**config.mk**
```make
export PLATFORM = sky130hd
export DESIGN_NAME = lpddr_burst_writer
export DESIGN_NICKNAME = d
export VERILOG_FILES = /design/src/rtl/lpddr_burst_writer.sv
export SDC_FILE = /design/constraint.sdc
export NUM_CORES = 1
export LEC_CHECK = 0
export CORE_MARGIN = 1.5
export CORE_UTILIZATION = 45
export DETAILED_ROUTE_END_ITERATION = 8
export MAX_ROUTING_LAYER = met4
export PLACE_DENSITY = 0.78
export SYNTH_ARGS = -nofsm -noshare
export SYNTH_HDL_FRONTEND = slang
export SYNTH_SLANG_ARGS = --single-unit
```
**constraint.sdc**
```tcl
create_clock -name clkA_addr -period 5.4 [get_ports clkA_addr]
set_clock_uncertainty 0.2 [all_clocks]
set_input_delay 1.62 -clock clkA_addr [delete_from_list [all_inputs] [get_ports clkA_addr]]
set_output_delay 1.62 -clock clkA_addr [all_outputs]
set_load 0.01 [all_outputs]
```
**src/rtl/lpddr_burst_writer.sv**
```systemverilog
// Self-timed write sequencer for LPDDR MCB port 0: packs a 32-bit word stream into
// write-FIFO bursts and issues one write command per burst with wrapping byte address.
module lpddr_burst_writer #(
    parameter int unsigned       BURST_LEN  = 32,
    parameter int unsigned       ADDR_W     = 30,
    parameter logic [ADDR_W-1:0] ADDR_LIMIT = ADDR_W'(32'h0400_0000),
    parameter int unsigned       CNT_W      = 16
) (
    input  logic              clkA_addr,
    input  logic              addr_rstA_wr,
    input  logic              calib_done,
    input  logic [ADDR_W-1:0] base_addr,
    input  logic              base_load,
    input  logic              flush,
    input  logic              src_valid,
    input  logic [31:0]       src_data,
    output logic              src_ready,
    output logic              p0_wr_en,
    output logic [31:0]       p0_wr_data,
    output logic [3:0]        p0_wr_mask,
    input  logic              p0_wr_full,
    input  logic              p0_wr_empty,
    output logic              p0_cmd_en,
    output logic [2:0]        p0_cmd_instr,
    output logic [5:0]        p0_cmd_bl,
    output logic [ADDR_W-1:0] p0_cmd_byte_addr,
    input  logic              p0_cmd_full,
    output logic              busy,
    output logic [CNT_W-1:0]  bursts_done
);

    localparam int unsigned CntBits = $clog2(BURST_LEN + 1);
    localparam logic [CntBits-1:0] BurstMax = CntBits'(BURST_LEN);

    typedef enum logic [1:0] {StIdle, StFill, StCmd, StDrain} state_e;

    state_e              state_q, state_d;
    logic [CntBits-1:0]  cnt_q, cnt_d;
    logic [ADDR_W-1:0]   ptr_q, ptr_d;
    logic [ADDR_W-1:0]   base_q, base_d;
    logic [ADDR_W-1:0]   addr_q, addr_d;
    logic [5:0]          bl_q, bl_d;
    logic [CNT_W-1:0]    done_q, done_d;

    logic                accept;
    logic                cmd_fire;
    logic                load_ok;
    logic [ADDR_W:0]     ptr_next;
    logic [ADDR_W-1:0]   base_aligned;
    logic                unused_base_lsbs;

    assign base_aligned     = {base_addr[ADDR_W-1:2], 2'b00};
    assign unused_base_lsbs = ^base_addr[1:0];

    always_comb begin
        state_d = state_q;
        cnt_d   = cnt_q;
        ptr_d   = ptr_q;
        base_d  = base_q;
        addr_d  = addr_q;
        bl_d    = bl_q;
        done_d  = done_q;

        // Gating on calib_done keeps words out of the FIFO for a burst about to be dropped.
        src_ready = (state_q == StFill) && calib_done && !p0_wr_full && (cnt_q < BurstMax);
        accept    = src_valid && src_ready;
        cmd_fire  = (state_q == StCmd) && !p0_cmd_full;
        ptr_next  = {1'b0, ptr_q} + ((ADDR_W + 1)'(cnt_q) << 2);
        load_ok   = base_load && ((state_q == StIdle) ||
                                  ((state_q == StFill) && (cnt_q == '0)));

        if (load_ok) begin
            base_d = base_aligned;
            ptr_d  = base_aligned;
        end

        unique case (state_q)
            StIdle: begin
                if (calib_done) begin
                    state_d = StFill;
                end
            end
            StFill: begin
                if (!calib_done) begin
                    state_d = StIdle;
                    cnt_d   = '0;
                end else begin
                    if (accept) begin
                        cnt_d = cnt_q + CntBits'(1);
                    end
                    // Latch the command fields now so they are stable throughout CMD.
                    if ((cnt_d == BurstMax) || (flush && (cnt_d != '0))) begin
                        state_d = StCmd;
                        bl_d    = 6'(cnt_d - CntBits'(1));
                        addr_d  = ptr_d;
                    end
                end
            end
            StCmd: begin
                if (cmd_fire) begin
                    cnt_d   = '0;
                    done_d  = done_q + CNT_W'(1);
                    ptr_d   = (ptr_next >= {1'b0, ADDR_LIMIT}) ? base_q : ptr_next[ADDR_W-1:0];
                    state_d = calib_done ? StDrain : StIdle;
                end
            end
            StDrain: begin
                if (!calib_done) begin
                    state_d = StIdle;
                end else if (p0_wr_empty) begin
                    state_d = StFill;
                end
            end
            default: state_d = StIdle;
        endcase
    end

    always_ff @(posedge clkA_addr or posedge addr_rstA_wr) begin
        if (addr_rstA_wr) begin
            state_q <= StIdle;
            cnt_q   <= '0;
            ptr_q   <= '0;
            base_q  <= '0;
            addr_q  <= '0;
            bl_q    <= '0;
            done_q  <= '0;
        end else begin
            state_q <= state_d;
            cnt_q   <= cnt_d;
            ptr_q   <= ptr_d;
            base_q  <= base_d;
            addr_q  <= addr_d;
            bl_q    <= bl_d;
            done_q  <= done_d;
        end
    end

    assign p0_wr_en         = accept;
    assign p0_wr_data       = src_data;
    assign p0_wr_mask       = 4'b0000;
    assign p0_cmd_en        = cmd_fire;
    assign p0_cmd_instr     = 3'b000;
    assign p0_cmd_bl        = bl_q;
    assign p0_cmd_byte_addr = addr_q;
    assign busy             = (state_q != StIdle) && !((state_q == StFill) && (cnt_q == '0));
    assign bursts_done      = done_q;

endmodule

```
==> results of run 1 <==
-- logic make-up (layout without fill, tap and decap cells) --
family | after synthesis | after routing | synth area share [%]
compound gates | 114 | 114 | 11.9
xor+xnor | 43 | 43 | 5.71
fa+ha+maj | 12 | 12 | 2.39
buf+inv | 98 | 162 | 8.40
flops | 118 | 118 | 44.7
mux | 80 | 80 | 14.0
other cells | 1 | 7 | 0.0568
simple gates | 167 | 167 | 12.8
-- worst max-delay path, stage by stage --
cell,delay [ns]
clkdlybuf4s50_1,0.48
or3b_4,0.42
nor2_1,0.26
clkdlybuf4s50_1,0.59
-- placed cells by master, fill, tap and decap left out, types with 9 or more instances in the layout --
cell and n:
a211oi_1 23, a21oi_1 31, a31oi_1 9, buf_4 12, clkbuf_16 17, clkdlybuf4s50_1 92
dfrtp_1 118, ha_1 11, inv_1 21, mux2_2 47, mux2_4 10, mux2i_1 22
nand2_1 35, nand3_1 25, nor2_1 47, nor4_1 13, o21ai_0 15, xnor2_1 23
xor2_1 20
-- cells in the mapped netlist, types with 6 or more instances --
master and instances:
inv_1 22, buf_2 17, a21oi_1 31, ha_1 11, a2111oi_0 7, nand2_1 35
mux2_4 10, nor4_1 13, nor3_1 7, o21ai_0 15, clkbuf_1 14, nor3b_1 7
nor2_1 47, mux2i_1 22, xor2_1 20, nand3_1 25, a31oi_1 9, and4_1 6
o22ai_1 6, buf_4 40, mux2_2 47, xnor2_1 23, nand4_1 6, dfrtp_1 118
a211oi_1 23
-- layout make-up --
class	count	area (sq um)
tap	184	230
clock buffer	20	447
inverter	22	85.1
multi-input combinational	423	3120
clock inverter	12	153
fill	1268	6340
timing repair buffer	108	1090
sequential	118	2950
-- through the flow --
stage	hold slack [ns]	area [sq um]	total power (uW)	std cells
6_report	0.272	8080	4260	887
5_1_grt	0.287	8080	4520	887
4_1_cts	0.278	8080	4290	887
3_5_place_dp	0.266	7480	3120	855
3_3_place_gp	0.261	7480	3050	855
2_1_floorplan	0.273	6620	2520	639
-- sequential cells by signal (all words and copies together), names as in the netlist --
signal / count
ptr_q: 30
state_q: 2
p0_cmd_bl: 6
p0_cmd_byte_addr: 30
base_q: 28
cnt_q: 6
bursts_done: 16
-- worst max path at each step --
stage	from	end	slack, ns	depth (start not counted)
finish	src_valid	p0_wr_en	0.21	4
global route	src_valid	p0_wr_en	0.15	4
CTS	src_valid	p0_wr_en	0.21	4
detailed placement	src_valid	p0_wr_en	0.23	4
global placement	src_valid	p0_wr_en	0.24	4
floorplan	addr_rstA_wr	base_q[10]	0.45	1
-- report_power, final --
part           switching (uW)  internal (uW)
logic                     765            827
clock network             406            736
registers                 288           1230
total                    1460           2800
-- metal layers --
layer | wire (microns) | share of wire, %
met3 | 733 | 4.8
met4 | 236 | 1.5
met1 | 6850 | 45
met5 | 0 | 0
met2 | 7510 | 49
==> reports/qor.yml, run 1 <==
logic_synthesis:
  ys_types: 53
  yosysSeqAreaShare_pct: 44.7
  ys_warn_count: 0
  netlist_area_sq_mm: 0.00660
  async_flop_share_pct: 100
  ys_top_cells_by_area: "dfrtp_1, mux2_2, buf_4, mux2i_1, xnor2_1"
  synth_cells: 633
  synth_top_area_share_pct: 44.7
  ys_ff_latch: 118
  synth_top_flop_cell: "dfrtp_1"
  synth_area_per_cell_sq_um: 10.4
  synth_edf_count: 0
  yosysTopAreaCell: "dfrtp_1"
drt:
  viasPerCell: 5.61
  wl_per_cell_microns: 17.3
  wl_mm: 15.3
  dr.pass1.iters: 5
  antenna_left: 0
  vias: 4980
  drc: 0
  drt_iter0_markers: 314
sta:
  tightest_slew_ns: 0.639
  final_hold_viol_count: 0
  worst_slack_ns: 0.208
  rsz0062_at_grt: "false"
  setup-tns-final_ns: 0
  final_max_slew_viol_count: 0
  finalCritPeriodShare_pct: 96.1
  max_freq_mhz: 193
  setup_violations: 0
  timing.slew.headroom_pct: 57.4
  timing.final.crit_period_ns: 5.19
cells_and_area:
  fin_nets: 773
  fin_util_pct: 56.0
  drive_gt1_share_pct: 16.8
  syn_to_final_growth_pct: 22.4
  num_antenna_cells: 0
floorplanning:
  start_util_pct: 45.8
  rows: 44
  chipWidth_microns: 124
  core_sq_mm: 0.0144
  die_height_microns: 124
  die_area_sq_mm: 0.0154
  io_pins: 166
pwr:
  p_leak_uw: 0.00334
  p_per_area_mw_per_mm2: 527
  ir_worst_vdd_v: 0.000332
cts:
  clk_latency_ns: 0.42
  clk_path_buf_depth: 2
  cts_made_buffers: 17
  root_buffer: "clkbuf_16"
  cts_tree: "done"
  htreeDepth: 4
  cts_setup_buffers: 0
  cts.sinks: 118
  cts_resized: 0
  path_clk_slew_ns: 0.05
  postCtsHoldBufs: 0
global_route:
  grt_usage_pct: 21.6
  use_met1_pct: 27.2
  use_met2_pct: 34.6
  busiest_layer: "met2"
  use_met3_pct: 4.99
  overflow: 0
  first_global_vias: 4972
  grt_max_degree: 119
  antenna_found_initial: 0
  grt_pass1_wl_mm: 24.8
min_path:
  hp-class: "flop to flop"
  holdPathEnd: "bursts_done[15]"
  worst_hold_path.num_cells: 1
  worstHoldStart: "bursts_done[15]"
run_status:
  status: "complete, no violations"
worst_setup_path:
  criticalPathCategory: "input pin to output pin"
  critPathMaxFanout: 4
  timing.rr.start: "cnt_q[0]"
  reg2reg_depth: 10
  endpoint_kind: "output pin"
  timing.rr.end: "ptr_q[4]"
  cp.arrival_ns: 3.37
  rrSetupSlack_ns: 1.67
  critPathRequiredTime_ns: 3.58
  cp-start-kind: "input pin"
place:
  post-place-ws_ns: 0.227
  hpwl_mm: 10.1
  io_buffers: 92
  finalWeightedCongestion: 0.862
job:
  drv_cap: 0
Power figures use the tool's default switching activity.
==> inputs of run 2 (changes only) <==
--- a/config.mk
+++ b/config.mk
@@ -5,6 +5,7 @@
 export SDC_FILE = /design/constraint.sdc
 export NUM_CORES = 1
 export LEC_CHECK = 0
+export ABC_AREA = 1
 export CORE_MARGIN = 1.5
 export CORE_UTILIZATION = 45
 export DETAILED_ROUTE_END_ITERATION = 8
==> run 2 against run 1 <==
  * Synthesized cell count grew 49%
  * Final area grew 3.2%
  * Combinational power grew 15%
  * Die area grew 3.5%
  * Power grew 7.5%
  * Critical endpoint unchanged
  * Sequential share of layout area shrank 1.1 points
  * Register-to-register slack lost 0.13 ns
  * Critical path type unchanged
  * Setup slack gained 0.33 ns
  * Synthesized area grew 3.6%
  * Sequential cell count is the same
  * Critical path depth is the same
  * Wire length grew 9.0%
==> reports/qor.yml, run 2 <==
sta:
  setup-tns-final_ns: 0
  final_max_slew_viol_count: 0
  finalCritPeriodShare_pct: 90.1
  final_hold_viol_count: 0
  timing.final.crit_period_ns: 4.87
  max_freq_mhz: 206
  timing.slew.headroom_pct: 46.7
  rsz0062_at_grt: "false"
  tightest_slew_ns: 0.800
  worst_slack_ns: 0.534
  setup_violations: 0
logic_synthesis:
  ys_top_cells_by_area: "dfrtp_1, nand2_1, buf_4, inv_1, nand3_1"
  async_flop_share_pct: 100
  ys_types: 39
  synth_cells: 941
  synth_most_common_cell: "nand2_1"
  synth_top_flop_cell: "dfrtp_1"
  ys_ff_latch: 118
  synth_area_per_cell_sq_um: 7.27
  synth_top_area_share_pct: 43.2
  yosysSeqAreaShare_pct: 43.2
  ys_warn_count: 0
  netlist_area_sq_mm: 0.00684
  yosysTopAreaCell: "dfrtp_1"
  synth_edf_count: 0
  synth_common_cells: "nand2_1, dfrtp_1, inv_1"
place:
  hpwl_mm: 11.2
  placed_cell_area_sq_mm: 0.00768
  io_buffers: 92
  finalWeightedCongestion: 0.871
  dp_cells: 1165
  post-place-ws_ns: 0.525
cts:
  cts_made_buffers: 17
  cts_resized: 0
  clk_path_buf_depth: 2
  cts_setup_buffers: 0
  clk_latency_ns: 0.42
  path_clk_slew_ns: 0.05
  postCtsHoldBufs: 0
  cts_tree: "done"
  htreeDepth: 4
  root_buffer: "clkbuf_16"
  cts.sinks: 118
global_route:
  first_global_vias: 5898
  antenna_found_initial: 0
  overflow: 0
  grt_max_degree: 62
  grt_usage_pct: 22.8
  grt_pass1_wl_mm: 28.2
floorplanning:
  core_sq_mm: 0.0147
  chipWidth_microns: 126
  die_height_microns: 126
  die_area_sq_mm: 0.0159
  io_pins: 166
  rows: 44
  start_util_pct: 46.5
drt:
  wl_mm: 16.7
  wl_per_cell_microns: 14.0
  drc: 0
  dr.pass1.iters: 5
  drt_iter0_markers: 399
  antenna_left: 0
  viasPerCell: 5.03
  vias: 6017
cells_and_area:
  fin_nets: 1083
  design_area_sq_mm: 0.00834
  stdcell_count: 1197
  final_cell_mix: "nand2_1, dfrtp_1, clkdlybuf4s50_1"
  drive_gt1_share_pct: 5.82
  num_antenna_cells: 0
  final_common_cell: "nand2_1"
  syn_to_final_growth_pct: 22.0
worst_setup_path:
  crit_chain: "clkdlybuf4s50_1 > nand3_2 > nor3_4 > clkdlybuf4s50_1"
  endpoint_kind: "output pin"
  cp-start-kind: "input pin"
  critPathRequiredTime_ns: 3.58
  timing.rr.end: "ptr_q[7]"
  criticalPathCategory: "input pin to output pin"
  slowest_delay_ns: 0.55
  timing.rr.start: "cnt_q[0]"
  cp_slowest_cell: "clkdlybuf4s50_1"
  reg2reg_depth: 16
  rrSetupSlack_ns: 1.54
  cp.arrival_ns: 3.05
  path_common_cell: "clkdlybuf4s50_1"
  critPathMaxFanout: 4
job:
  drv_cap: 0
pwr:
  p_per_area_mw_per_mm2: 548
  p_leak_uw: 0.00429
  ir_worst_vdd_v: 0.000285
  p_total_uw: 4570
run_status:
  status: "complete, no violations"
min_path:
  worstHoldStart: "bursts_done[15]"
  hp-class: "flop to flop"
  holdPathEnd: "bursts_done[15]"
  worst_hold_path.num_cells: 1
run 2: changes by cell type after synthesis, moves of 27 or more:
cell and change:
a21oi_1 -27, inv_1 +60, mux2_2 -47, nand2_1 +365, nand3_1 +31, nand4_1 +29, o21ai_0 +28
run 2: layout make-up:
| class | instances | area, sq um |
|---|---|---|
| Timing Repair Buffer | 105 | 1030 |
| Tap cell | 184 | 230 |
| Inverter | 85 | 322 |
| Multi-Input combinational cell | 673 | 3140 |
| Clock inverter | 14 | 231 |
| Sequential cell | 118 | 2950 |
| Fill cell | 1354 | 6360 |
| Clock buffer | 18 | 429 |
run 2: where the power goes:
group | total [uW] | switching [uW] | leakage [uW] | internal, uW
sequential | 1470 | 245 | 0.00149 | 1230
clock | 1270 | 411 | 0.000316 | 861
combinational | 1830 | 1120 | 0.00248 | 716
run 2: worst max path at each step:
| stage | cells past startpoint | to | from |
|---|---|---|---|
| 3_3_place_gp | 4 | p0_wr_en | calib_done |
| 2_1_floorplan | 1 | base_q[10] | addr_rstA_wr |
| 5_1_grt | 4 | src_ready | calib_done |
| 3_5_place_dp | 4 | p0_wr_en | calib_done |
| 6_report | 4 | p0_wr_en | calib_done |
| 4_1_cts | 4 | p0_wr_en | calib_done |
run 2: kinds of logic (layout without fill, tap and decap cells):
family | Yosys count | in the layout | share of synthesized area [%]
and+or+nand+nor | 559 | 559 | 34.4
other | 1 | 7 | 0.0548
buffers and inverters | 156 | 222 | 11.2
adders and majority gates | 12 | 12 | 2.31
AOI/OAI and AO/OA | 62 | 62 | 4.70
DFF | 118 | 118 | 43.2
xor gates and xnor gates | 33 | 33 | 4.23
run 2: stage by stage:
stage | util [%] | hold slack, ns
finish | 56.7 | 0.270
CTS | 56.7 | 0.279
global route | 56.7 | 0.293
global placement | 52.2 | 0.262
detailed placement | 52.2 | 0.264
floorplan | - | 0.249
run 2: layer usage:
metal	global-route usage, %	share of wire, %	vias to the layer above
met4	8.59	1.2	0
li1	-	-	3037
met1	27.9	45	2788
met3	5.86	6.6	21
met5	-	0	-
met2	36.5	47	171
run 2: worst max-delay path, delay by kind of cell:
| kind | cells | cell delay, ns |
|---|---|---|
| buffers and inverters | 2 | 1.09 |
| and+or+nand+nor | 2 | 0.33 |
==> inputs of run 3 (changes only) <==
--- a/config.mk
+++ b/config.mk
@@ -6,6 +6,7 @@
 export NUM_CORES = 1
 export LEC_CHECK = 0
 export ABC_AREA = 1
+export ABC_CLOCK_PERIOD_IN_PS = 5400
 export CORE_MARGIN = 1.5
 export CORE_UTILIZATION = 45
 export DETAILED_ROUTE_END_ITERATION = 8
==> results of run 3 <==
The final DEF is identical to that of run 2; final timing and power are the same.
